$ cat src/rtl/one_time_pad.sv
// One-time-pad XOR cipher that owns the key register; encrypts and decrypts with the same key.
// Latency 1 cycle, one request per cycle; no backpressure, and rejected requests pulse erro.
module one_time_pad #(
    parameter int                    TEXT_SIZE        = 64,
    parameter logic [TEXT_SIZE-1:0]  KEY_INIT         = TEXT_SIZE'(64'hA5A5_5A5A_3C3C_C3C3),
    parameter bit                    ENFORCE_ONE_TIME = 1'b0
) (
    input  logic                  clk,
    input  logic                  rst,
    input  logic [TEXT_SIZE-1:0]  chave,
    input  logic                  chave_carrega,
    input  logic [TEXT_SIZE-1:0]  mensagem,
    input  logic                  mensagem_valida,
    output logic [TEXT_SIZE-1:0]  mensagemCifrada,
    output logic                  cifrada_valida,
    output logic                  chave_nova,
    output logic                  erro
);

    logic [TEXT_SIZE-1:0] keyReg;
    logic                 keyUsable;
    logic                 accept;
    logic                 reject;

    assign keyUsable = !ENFORCE_ONE_TIME || chave_nova;
    assign accept    = mensagem_valida && keyUsable;
    assign reject    = mensagem_valida && !keyUsable;

    always_ff @(posedge clk or posedge rst) begin
        if (rst) begin
            keyReg          <= KEY_INIT;
            mensagemCifrada <= '0;
            cifrada_valida  <= 1'b0;
            erro            <= 1'b0;
            chave_nova      <= 1'b1;
        end else begin
            cifrada_valida <= accept;
            erro           <= reject;
            if (accept) begin
                mensagemCifrada <= mensagem ^ keyReg;
            end
            // A load on the same edge as a request wins: the request used the old key.
            if (chave_carrega) begin
                keyReg     <= chave;
                chave_nova <= 1'b1;
            end else if (accept) begin
                chave_nova <= 1'b0;
            end
        end
    end

endmodule

$ cat config.mk
export PLATFORM = sky130hd
export DESIGN_NAME = one_time_pad
export DESIGN_NICKNAME = d
export VERILOG_FILES = /design/src/rtl/one_time_pad.sv
export SDC_FILE = /design/constraint.sdc
export NUM_CORES = 1
export LEC_CHECK = 0
export ABC_AREA = 1
export CAP_MARGIN = 0
export CELL_PAD_IN_SITES_DETAIL_PLACEMENT = 0
export CELL_PAD_IN_SITES_GLOBAL_PLACEMENT = 1
export CORE_UTILIZATION = 35
export DETAILED_ROUTE_END_ITERATION = 7
export GPL_ROUTABILITY_DRIVEN = 0
export PLACE_DENSITY_LB_ADDON = 0.1
export SETUP_SLACK_MARGIN = 0.05
export SLEW_MARGIN = 10
export SYNTH_ARGS = -nofsm -noshare
export SYNTH_HDL_FRONTEND = slang
export SYNTH_SLANG_ARGS = --single-unit
$ cat constraint.sdc
create_clock -name clk -period 10.6 [get_ports clk]
set_input_delay 1.06 -clock clk [delete_from_list [all_inputs] [get_ports clk]]
set_output_delay 1.06 -clock clk [all_outputs]
set_load 0.005 [all_outputs]
==> qor.csv, run 1 <==
stage,metric,value,unit
min_path,hold_depth,2,
cts,numClockSinks,130,
critical_path,r2r_cells,4,
timing,finalCritPeriodShare,23.68,%
min_path,hp-class,flop to flop,
synth,ys_ff_latch,130,
finish,drive_gt1_share,6.489,%
timing,slew_violations,0,
critical_path,crit_path_max_fanout,2,
routing,vias,5023,
routing,wire_per_inst,12.84,µm
critical_path,arrival,1.45,ns
critical_path,slowest_delay,0.52,ns
synth,syn_nets,871,
global_routing,grt_pass1_vias,4942,
routing,ant_nets,0,
cts,htree_levels,4,
cts,worstSkewPairLatency,0.41,ns
synth,yosys_warnings,0,
routing,viasPerCell,4.345,
pwr,p_clk_share,37.6,%
global_routing,grt_max_degree,80,
placement,hpwl,10.09,mm
die,die_area,17130,µm²
cts,cts_hold_buf,0,
critical_path,worstSetupEndpointType,output port,
finish,final_nets,1062,
critical_path,regToRegSetupSlack,9.74,ns
timing,rsz0062_at_grt,no,
critical_path,cp_slowest_cell,dfstp_2,
critical_path,crit_chain,clkdlybuf4s50_1,
timing,worstMarginPinSlew,0.8122,ns
critical_path,cp.required,9.54,ns
die,die_w,130.9,µm
finish,layout_common_cells,"nand2_1, clkdlybuf4s50_1, inv_1",
routing,initialDrtViolationCount,266,
routing,first_pass_iters,4,
flow_run,max_cap_violations,0,
cts,numCtsBuffers,17,
synth,ys_seq_area_share,56.67,%
pwr,swShare,24.44,%
pwr,switchingPower,0.3184,mW
cts,tritoncts,yes,
critical_path,critPathBufInv,1,
finish,final_common_cell,nand2_1,
die,coreArea,16060,µm²
critical_path,timing.rr.end,mensagemCifrada[29],
synth,synth_cell_types,14,
placement,dpl.cell_count,1127,
finish,area_delta_synth_final,44.30,%
placement,post_dp_cell_area,7905,µm²
global_routing,grt_overflow_total,0,
finish,finalInstanceArea,8388,µm²
die,die_h,130.9,µm
die,start_util,36.20,%
die,num_io_pins,199,
global_routing,grt_pass1_wl,23.92,mm
timing,hold_viol_final,0,
cts,postCtsSetupBuffers,0,
timing,fin_skew,0.005949,ns
cts,cts-root-buf,clkbuf_16,
global_routing,grt_util_all_layers,18.65,%
critical_path,rr_startpoint,keyReg[29],
timing,fmax,0.3983,GHz
pwr,comb_power_share,17.2,%
pwr,vdd_drop_max,0.1096,mV
cts,clk_pin_slew_worst_paths,0.05,ns
finish,diodes,0,
global_routing,grt_antenna_before_repair,1,
cts,cts_buffer_depth,2,
placement,port_buffers,197,
routing,totalWireLength,14.85,mm
cts,cts.repair.resized,0,
synth,syn_avg_cell_area,7.866,µm²
timing,fin_crit,2.511,ns
pwr,totalPowerFinal,1.302,mW
timing,finalSetupViolations,0,
routing,drc_errors,0,
timing,setup_tns,0,ns
min_path,min-delay-start,mensagemCifrada[39],
die,rows,46,
pwr,powerDensity,155.3,nW/µm²
status,status,"complete, no violations",
pwr,seqPwrFrac,45.1,%
pwr,leakagePower,4.221,nW
finish,nFillCells,1477,
synth,postSynthCellCount,739,
critical_path,cp-start-kind,flop,
synth,netlist_area,5813,µm²
pwr,p_int,0.9841,mW
critical_path,criticalPathCategory,flop to output port,
min_path,hold_end,mensagemCifrada[39],
timing,relSlewSlack,45.85,%
critical_path,critPathTopFamily,flip-flops,
finish,stdcell_count,1156,
==> per-layer routing <==
metal / vias to the layer above / track usage (%) / wire length [µm]
met1: 2274 / 23.40 / 6722
met4: 0 / 6.085 / 162
met3: 11 / 6.311 / 984
li1: 2596 / - / -
met2: 142 / 30.19 / 6977
met5: - / 0 / 0
==> synth_stat cells <==
| cell | number | share of area, % |
|---|---|---|
| a21o_1 | 1 | 0.13 |
| o21ai_1 | 1 | 0.086 |
| o21ai_0 | 63 | 5.4 |
| nand2_1 | 320 | 21 |
| dfstp_2 | 33 | 15 |
| buf_2 | 13 | 1.1 |
| nand3_1 | 64 | 5.5 |
| conb_1 | 1 | 0.065 |
| clkbuf_1 | 3 | 0.19 |
| buf_4 | 7 | 0.90 |
| dfrtp_1 | 97 | 42 |
| inv_1 | 130 | 8.4 |
| clkbuf_2 | 3 | 0.26 |
| buf_6 | 3 | 0.58 |
==> metrics by stage <==
stage,util [%],setup WS [ns],hold WS (ns)
2_1_floorplan,-,6.125,0.4686
3_3_place_gp,49.23,7.691,0.4639
3_5_place_dp,49.23,7.653,0.4642
4_1_cts,52.24,8.067,0.4793
5_1_grt,52.24,7.950,0.4966
6_report,52.24,8.089,0.4759
==> area by class of cell <==
class | count | area, µm² | area share (%)
Sequential cell | 130 | 3294 | 39.28
Inverter | 130 | 493.0 | 5.877
Clock buffer | 27 | 473.0 | 5.638
Clock inverter | 2 | 10.01 | 0.1193
Timing Repair Buffer | 201 | 1994 | 23.78
Multi-Input combinational cell | 450 | 1853 | 22.09
Tap cell | 216 | 270.3 | 3.222
==> cells by family after synthesis <==
group,count (synthesis),share of synthesized area (%)
buffers and inverters,159,11.45
AND/OR/NAND/NOR,384,26.17
other,1,0.06451
flip-flops,130,56.67
AO/OA/AOI/OAI,65,5.639
==> state kept, by name, indices dropped and copies added (netlist names) <==
name             cells
chave_nova           1
cifrada_valida       1
keyReg              64
mensagemCifrada     64
==> worst max path at each step <==
stage,from,endpoint,slack (ns),depth (start not counted)
2_1_floorplan,rst,cifrada_valida,6.13,1
3_3_place_gp,mensagem_valida,chave_nova,7.69,5
3_5_place_dp,mensagem_valida,mensagemCifrada[26],7.65,6
4_1_cts,chave_nova,chave_nova,8.07,1
5_1_grt,rst,mensagemCifrada[31],7.95,3
6_report,chave_nova,chave_nova,8.09,1
==> power groups by stage <==
stage                     sequential [mW]  clock (mW)  combinational [mW]
after floorplan                     0.592           0              0.0909
after global placement              0.595           0               0.223
after detailed placement            0.595           0               0.228
after CTS                           0.588       0.509               0.229
after global routing                0.595       0.530               0.254
final                               0.588       0.490               0.225
Note: power is estimated with default switching activity, not from simulation.
==> run 2, diff against run 1 <==
--- a/config.mk
+++ b/config.mk
@@ -9,7 +9,7 @@
 export CAP_MARGIN = 0
 export CELL_PAD_IN_SITES_DETAIL_PLACEMENT = 0
 export CELL_PAD_IN_SITES_GLOBAL_PLACEMENT = 1
-export CORE_UTILIZATION = 35
+export CORE_UTILIZATION = 29
 export DETAILED_ROUTE_END_ITERATION = 7
 export GPL_ROUTABILITY_DRIVEN = 0
 export PLACE_DENSITY_LB_ADDON = 0.1
==> constraint.sdc (replaced) <==
create_clock -name clk -period 2.3 [get_ports clk]
set_input_delay 0.23 -clock clk [delete_from_list [all_inputs] [get_ports clk]]
set_output_delay 0.23 -clock clk [all_outputs]
set_load 0.005 [all_outputs]
==> qor.csv, run 2 (synthesized netlist as in run 1, its figures left out) <==
stage,metric,value,unit,change
status,status,"complete, no violations",,
cts,worstSkewPairLatency,0.41,ns,about the same
timing,relSlewSlack,43.91,%,-1.9 points
global_routing,grt_pass1_wl,26.12,mm,+9.2%
timing,finalSetupViolations,0,,unchanged
placement,place_ws,0.8922,ns,-6.761 ns
cts,clk_pin_slew_worst_paths,0.06,ns,about the same
global_routing,grt_util_all_layers,16.68,%,-2.0 points
finish,final_common_cell,nand2_1,,
global_routing,gr-usage-met2,28.64,%,-1.5 points
pwr,powerDensity,754.5,nW/µm²,+390%
cts,cts-root-buf,clkbuf_16,,
cts,htree_levels,4,,unchanged
critical_path,regToRegSetupSlack,1.44,ns,-8.30 ns
flow_run,max_cap_violations,0,,unchanged
critical_path,cp_slowest_cell,dfstp_2,,
critical_path,criticalPathCategory,flop to output port,,
finish,seq_area,3294,µm²,unchanged
placement,post_dp_cell_area,8043,µm²,+1.7%
min_path,hp-class,primary input to asynchronous set/reset pin,,
critical_path,cp.depth,1,,unchanged
finish,stdcell_count,1210,,+4.7%
placement,dpl.cell_count,1178,,+4.5%
finish,area_delta_synth_final,48.62,%,
global_routing,use_met3,5.132,%,-1.2 points
pwr,leakagePower,4.300,nW,+1.9%
finish,reg_top3,"keyReg: 64 flops, mensagemCifrada: 64 flops",,
finish,finalInstanceArea,8640,µm²,+3.0%
routing,viasPerCell,4.273,,-1.7%
die,rows,51,,+11%
finish,diodes,0,,unchanged
global_routing,grt_max_degree,73,,-8.8%
critical_path,timing.rr.end,mensagemCifrada[55],,
global_routing,grt_antenna_before_repair,0,,-1
global_routing,busiest_layer,met2,,
pwr,swShare,24.52,%,+0.075 points
global_routing,grt_overflow_total,0,,unchanged
timing,hold_viol_final,0,,unchanged
routing,vias,5170,,+2.9%
timing,slew_violations,0,,unchanged
finish,multi_input_area,1853,µm²,unchanged
die,num_io_pins,199,,unchanged
critical_path,worstSetupEndpointType,output port,,
die,die_w,143.6,µm,+9.7%
finish,nFillCells,1940,,+31%
timing,worstMarginPinSlew,0.8414,ns,+0.02920 ns
global_routing,grt_pass1_vias,5293,,+7.1%
critical_path,crit_chain,clkdlybuf4s50_1,,
cts,cts_hold_buf,0,,unchanged
placement,hpwl,11.04,mm,+9.4%
die,die_h,143.6,µm,+9.7%
critical_path,critPathBufInv,1,,unchanged
timing,fin_skew,0.007544,ns,+0.001595 ns
die,coreArea,19530,µm²,+22%
timing,setup_ws,0.6264,ns,-7.463 ns
routing,drc_errors,0,,unchanged
critical_path,crit_path_max_fanout,2,,unchanged
cts,numCtsBuffers,17,,unchanged
timing,setup_tns,0,ns,unchanged
cts,tritoncts,yes,,
placement,port_buffers,197,,unchanged
critical_path,slowest_delay,0.54,ns,+0.02 ns
pwr,p_clk_share,42.2,%,+4.6 points
critical_path,rr_startpoint,keyReg[55],,
cts,cts.repair.resized,0,,unchanged
cts,postCtsSetupBuffers,0,,unchanged
global_routing,use_met1,19.86,%,-3.5 points
finish,drive_gt1_share,7.619,%,+1.1 points
critical_path,cp.required,2.07,ns,-7.47 ns
critical_path,arrival,1.44,ns,about the same
timing,fmax,0.5975,GHz,
critical_path,r2r_cells,4,,unchanged
timing,finalCritPeriodShare,72.77,%,
finish,final_nets,1064,,+0.19%
timing,rsz0062_at_grt,no,,
timing,fin_crit,1.674,ns,
routing,wire_per_inst,13.55,µm,+5.5%
pwr,comb_power_share,16.3,%,-0.9 points
routing,initialDrtViolationCount,202,,-24%
cts,cts_buffer_depth,2,,unchanged
critical_path,critPathTopFamily,flip-flops,,
die,start_util,29.77,%,-6.4 points
cts,numClockSinks,130,,unchanged
routing,ant_nets,0,,unchanged
routing,totalWireLength,16.40,mm,+10%
finish,layout_common_cells,"nand2_1, clkdlybuf4s50_1, inv_1",,
finish,utilization,44.25,%,-8.0 points
critical_path,cp-start-kind,flop,,
pwr,vdd_drop_max,0.4754,mV,+330%
routing,first_pass_iters,6,,+2
pwr,p_int,4.920,mW,+400%
die,die_area,20620,µm²,+20%
pwr,switchingPower,1.598,mW,+400%
pwr,seqPwrFrac,41.5,%,-3.6 points
[run 2: cell types whose count changed in the layout (fill, tap and decap cells not counted), sizes merged]
cell	before	now
clkinvlp	0	4
buf	6	8
clkbuf	27	22
clkinv	2	4
inv	130	129
bufinv	0	3
[run 2: how the worst max path moves through the flow]
stage | start | end | slack (ns)
6_report | chave_nova | chave_nova | 0.63
5_1_grt | chave_nova | chave_nova | 0.58
4_1_cts | chave_nova | chave_nova | 0.59
3_5_place_dp | mensagem_valida | mensagemCifrada[22] | 0.89
3_3_place_gp | mensagem_valida | mensagemCifrada[35] | 0.91
2_1_floorplan | rst | cifrada_valida | 0.49
[run 2: per-layer routing]
layer | wire, µm | up-vias | share of wire [%]
li1 | - | 2597 | -
met1 | 7226 | 2431 | 44
met2 | 8020 | 131 | 49
met3 | 1016 | 11 | 6.2
met4 | 137 | 0 | 0.84
met5 | 0 | - | 0
[run 2: worst min-delay path: stages]
cell and delay [ns]:
clkdlybuf4s50_1 0.44, clkinvlp_4 0.13, buf_12 0.29
[run 2: power by group through the flow]
stage,sequential [mW],clock [mW],combinational (mW)
5_1_grt,2.73,2.93,1.20
6_report,2.70,2.75,1.06
4_1_cts,2.71,2.85,1.09
3_5_place_dp,2.74,0,1.08
3_3_place_gp,2.73,0,1.05
2_1_floorplan,2.73,0,0.419
[run 2: per-stage QoR]
step,hold WS [ns],power [mW]
finish,0.2990,6.519
floorplan,0.2614,3.146
global route,0.3162,6.863
CTS,0.2904,6.643
detailed placement,0.4645,3.823
global placement,0.4611,3.781
[run 2: area by class of cell]
class	count	area share [%]
multi-input combinational	450	21.45
clock buffer	22	5.373
clock inverter	10	1.535
sequential	130	38.13
tap	265	3.838
inverter	130	5.692
timing repair buffer	203	23.98
==> run 3, diff against run 2 <==
==> constraint.sdc (replaced) <==
create_clock -name clk -period 1.5 [get_ports clk]
set_input_delay 0.15 -clock clk [delete_from_list [all_inputs] [get_ports clk]]
set_output_delay 0.15 -clock clk [all_outputs]
set_load 0.005 [all_outputs]
==> qor.csv, run 3 (synthesized netlist as in run 1, its figures left out) <==
stage,metric,value,unit,change
finish,diodes,0,,unchanged
cts,numCtsBuffers,17,,unchanged
cts,cts-root-buf,clkbuf_16,,
global_routing,grt_util_all_layers,16.77,%,+0.087 points
placement,hpwl,11.69,mm,+5.9%
global_routing,grt_antenna_before_repair,0,,unchanged
cts,htree_levels,4,,unchanged
routing,initialDrtViolationCount,151,,-25%
die,die_h,143.6,µm,unchanged
finish,finalInstanceArea,8808,µm²,+2.0%
critical_path,cp-start-kind,flop,,
die,rows,51,,unchanged
routing,drc_errors,0,,unchanged
critical_path,cp_slowest_cell,clkdlybuf4s50_1,,
timing,finalCritPeriodShare,94.11,%,
routing,first_pass_iters,4,,-2
min_path,hp-class,primary input to asynchronous set/reset pin,,
routing,ant_nets,0,,unchanged
die,die_area,20620,µm²,unchanged
placement,post_dp_cell_area,8108,µm²,+0.81%
timing,fmax,0.7084,GHz,
routing,totalWireLength,16.46,mm,+0.40%
pwr,leakagePower,4.734,nW,+10%
timing,fin_crit,1.412,ns,
timing,finalSetupViolations,0,,unchanged
timing,hold_viol_final,0,,unchanged
routing,viasPerCell,4.302,,+0.70%
cts,worstSkewPairLatency,0.41,ns,about the same
critical_path,timing.rr.end,mensagemCifrada[53],,
cts,tritoncts,yes,,
pwr,vdd_drop_max,0.6962,mV,+46%
finish,drive_gt1_share,8.796,%,+1.2 points
critical_path,critPathTopFamily,buffers and inverters,,
status,status,"complete, no violations",,
finish,final_nets,1075,,+1.0%
timing,rsz0062_at_grt,no,,
critical_path,worstSetupEndpointType,output port,,
critical_path,slowest_delay,0.50,ns,-0.04 ns
critical_path,cp-startpoint,mensagemCifrada[50],,
global_routing,grt_max_degree,37,,-49%
critical_path,cp.required,1.35,ns,-0.72 ns
critical_path,regToRegSetupSlack,0.65,ns,-0.79 ns
critical_path,crit_chain,clkdlybuf4s50_1,,
global_routing,grt_pass1_wl,26.33,mm,+0.82%
finish,reg_top3,"keyReg: 64 flops, mensagemCifrada: 64 flops",,
die,num_io_pins,199,,unchanged
critical_path,r2r_cells,4,,unchanged
cts,cts_buffer_depth,2,,unchanged
timing,hold-worst-slack,0.1046,ns,-0.1944 ns
critical_path,criticalPathCategory,flop to output port,,
timing,slew_violations,0,,unchanged
flow_run,max_cap_violations,0,,unchanged
pwr,powerDensity,1158,nW/µm²,+53%
routing,vias,5249,,+1.5%
critical_path,crit_path_max_fanout,2,,unchanged
finish,final_common_cell,nand2_1,,
finish,utilization,45.11,%,+0.87 points
critical_path,critPathBufInv,1,,unchanged
critical_path,rr_startpoint,keyReg[53],,
timing,fin_skew,0.005698,ns,-0.001847 ns
routing,wire_per_inst,13.50,µm,-0.43%
cts,clk_pin_slew_worst_paths,0.06,ns,about the same
critical_path,arrival,1.26,ns,-0.18 ns
global_routing,grt_overflow_total,0,,unchanged
finish,layout_common_cells,"nand2_1, clkdlybuf4s50_1, inv_1",,
finish,area_delta_synth_final,51.53,%,
placement,port_buffers,197,,unchanged
die,die_w,143.6,µm,unchanged
cts,numClockSinks,130,,unchanged
global_routing,grt_pass1_vias,5369,,+1.4%
die,start_util,29.77,%,unchanged
die,coreArea,19530,µm²,unchanged
==> run 3: cell types whose count changed in the layout (fill, tap and decap cells not counted), sizes merged, moves of 2 or more <==
cell and delta:
clkbuf -4, buf +11, clkdlybuf4s50 -62, dlygate4sd2 +33
bufinv +2, dlymetal6s2s +29
==> run 3: where the power goes <==
part | leakage (nW) | switching, mW | internal (mW)
sequential | 1.51 | 0.199 | 3.94
clock | 0.306 | 1.55 | 2.94
combinational | 2.92 | 0.726 | 0.840
total | 4.73 | 2.47 | 7.72
==> run 3: per-stage QoR <==
stage               cells  total power, mW  worst slack (ns)  setup TNS, ns
finish               1220            10.20           0.08831              0
global placement     1185            5.819            0.3450              0
detailed placement   1185            5.880            0.3479              0
CTS                  1217            10.37           0.05057              0
global route         1220            10.73           0.05011              0
floorplan             739            4.825           -0.2323         -22.53
==> run 3: cell type report <==
class	instances	area (µm²)
fill	1944	10720
sequential	130	3294
timing repair buffer	214	2198
multi-input combinational	450	1853
inverter	130	491.7
clock buffer	18	429.2
tap	265	331.6
clock inverter	13	210.2
==> run 3: how the worst max path moves through the flow <==
stage / endpoint / slack (ns) / depth (start not counted)
2_1_floorplan: cifrada_valida / -0.23 / 1
3_3_place_gp: chave_nova / 0.34 / 1
3_5_place_dp: chave_nova / 0.35 / 1
4_1_cts: mensagemCifrada[37] / 0.05 / 1
5_1_grt: mensagemCifrada[50] / 0.05 / 1
6_report: mensagemCifrada[50] / 0.09 / 1
==> run 3: per-layer routing <==
metal	track usage (%)	wire, µm	vias to the layer above
met2	28.82	8095	146
met3	4.865	1026	12
met4	5.711	193	0
li1	-	-	2624
met5	0	0	-
met1	19.94	7149	2467
==> run 3: repair_timing <==
action / CTS / global route
hold buffers: 0 / 0
gates cloned: 0 / 0
gates resized for setup: 33 / 29
setup buffers: 1 / 3
endpoints found under the setup margin: 33 / 31
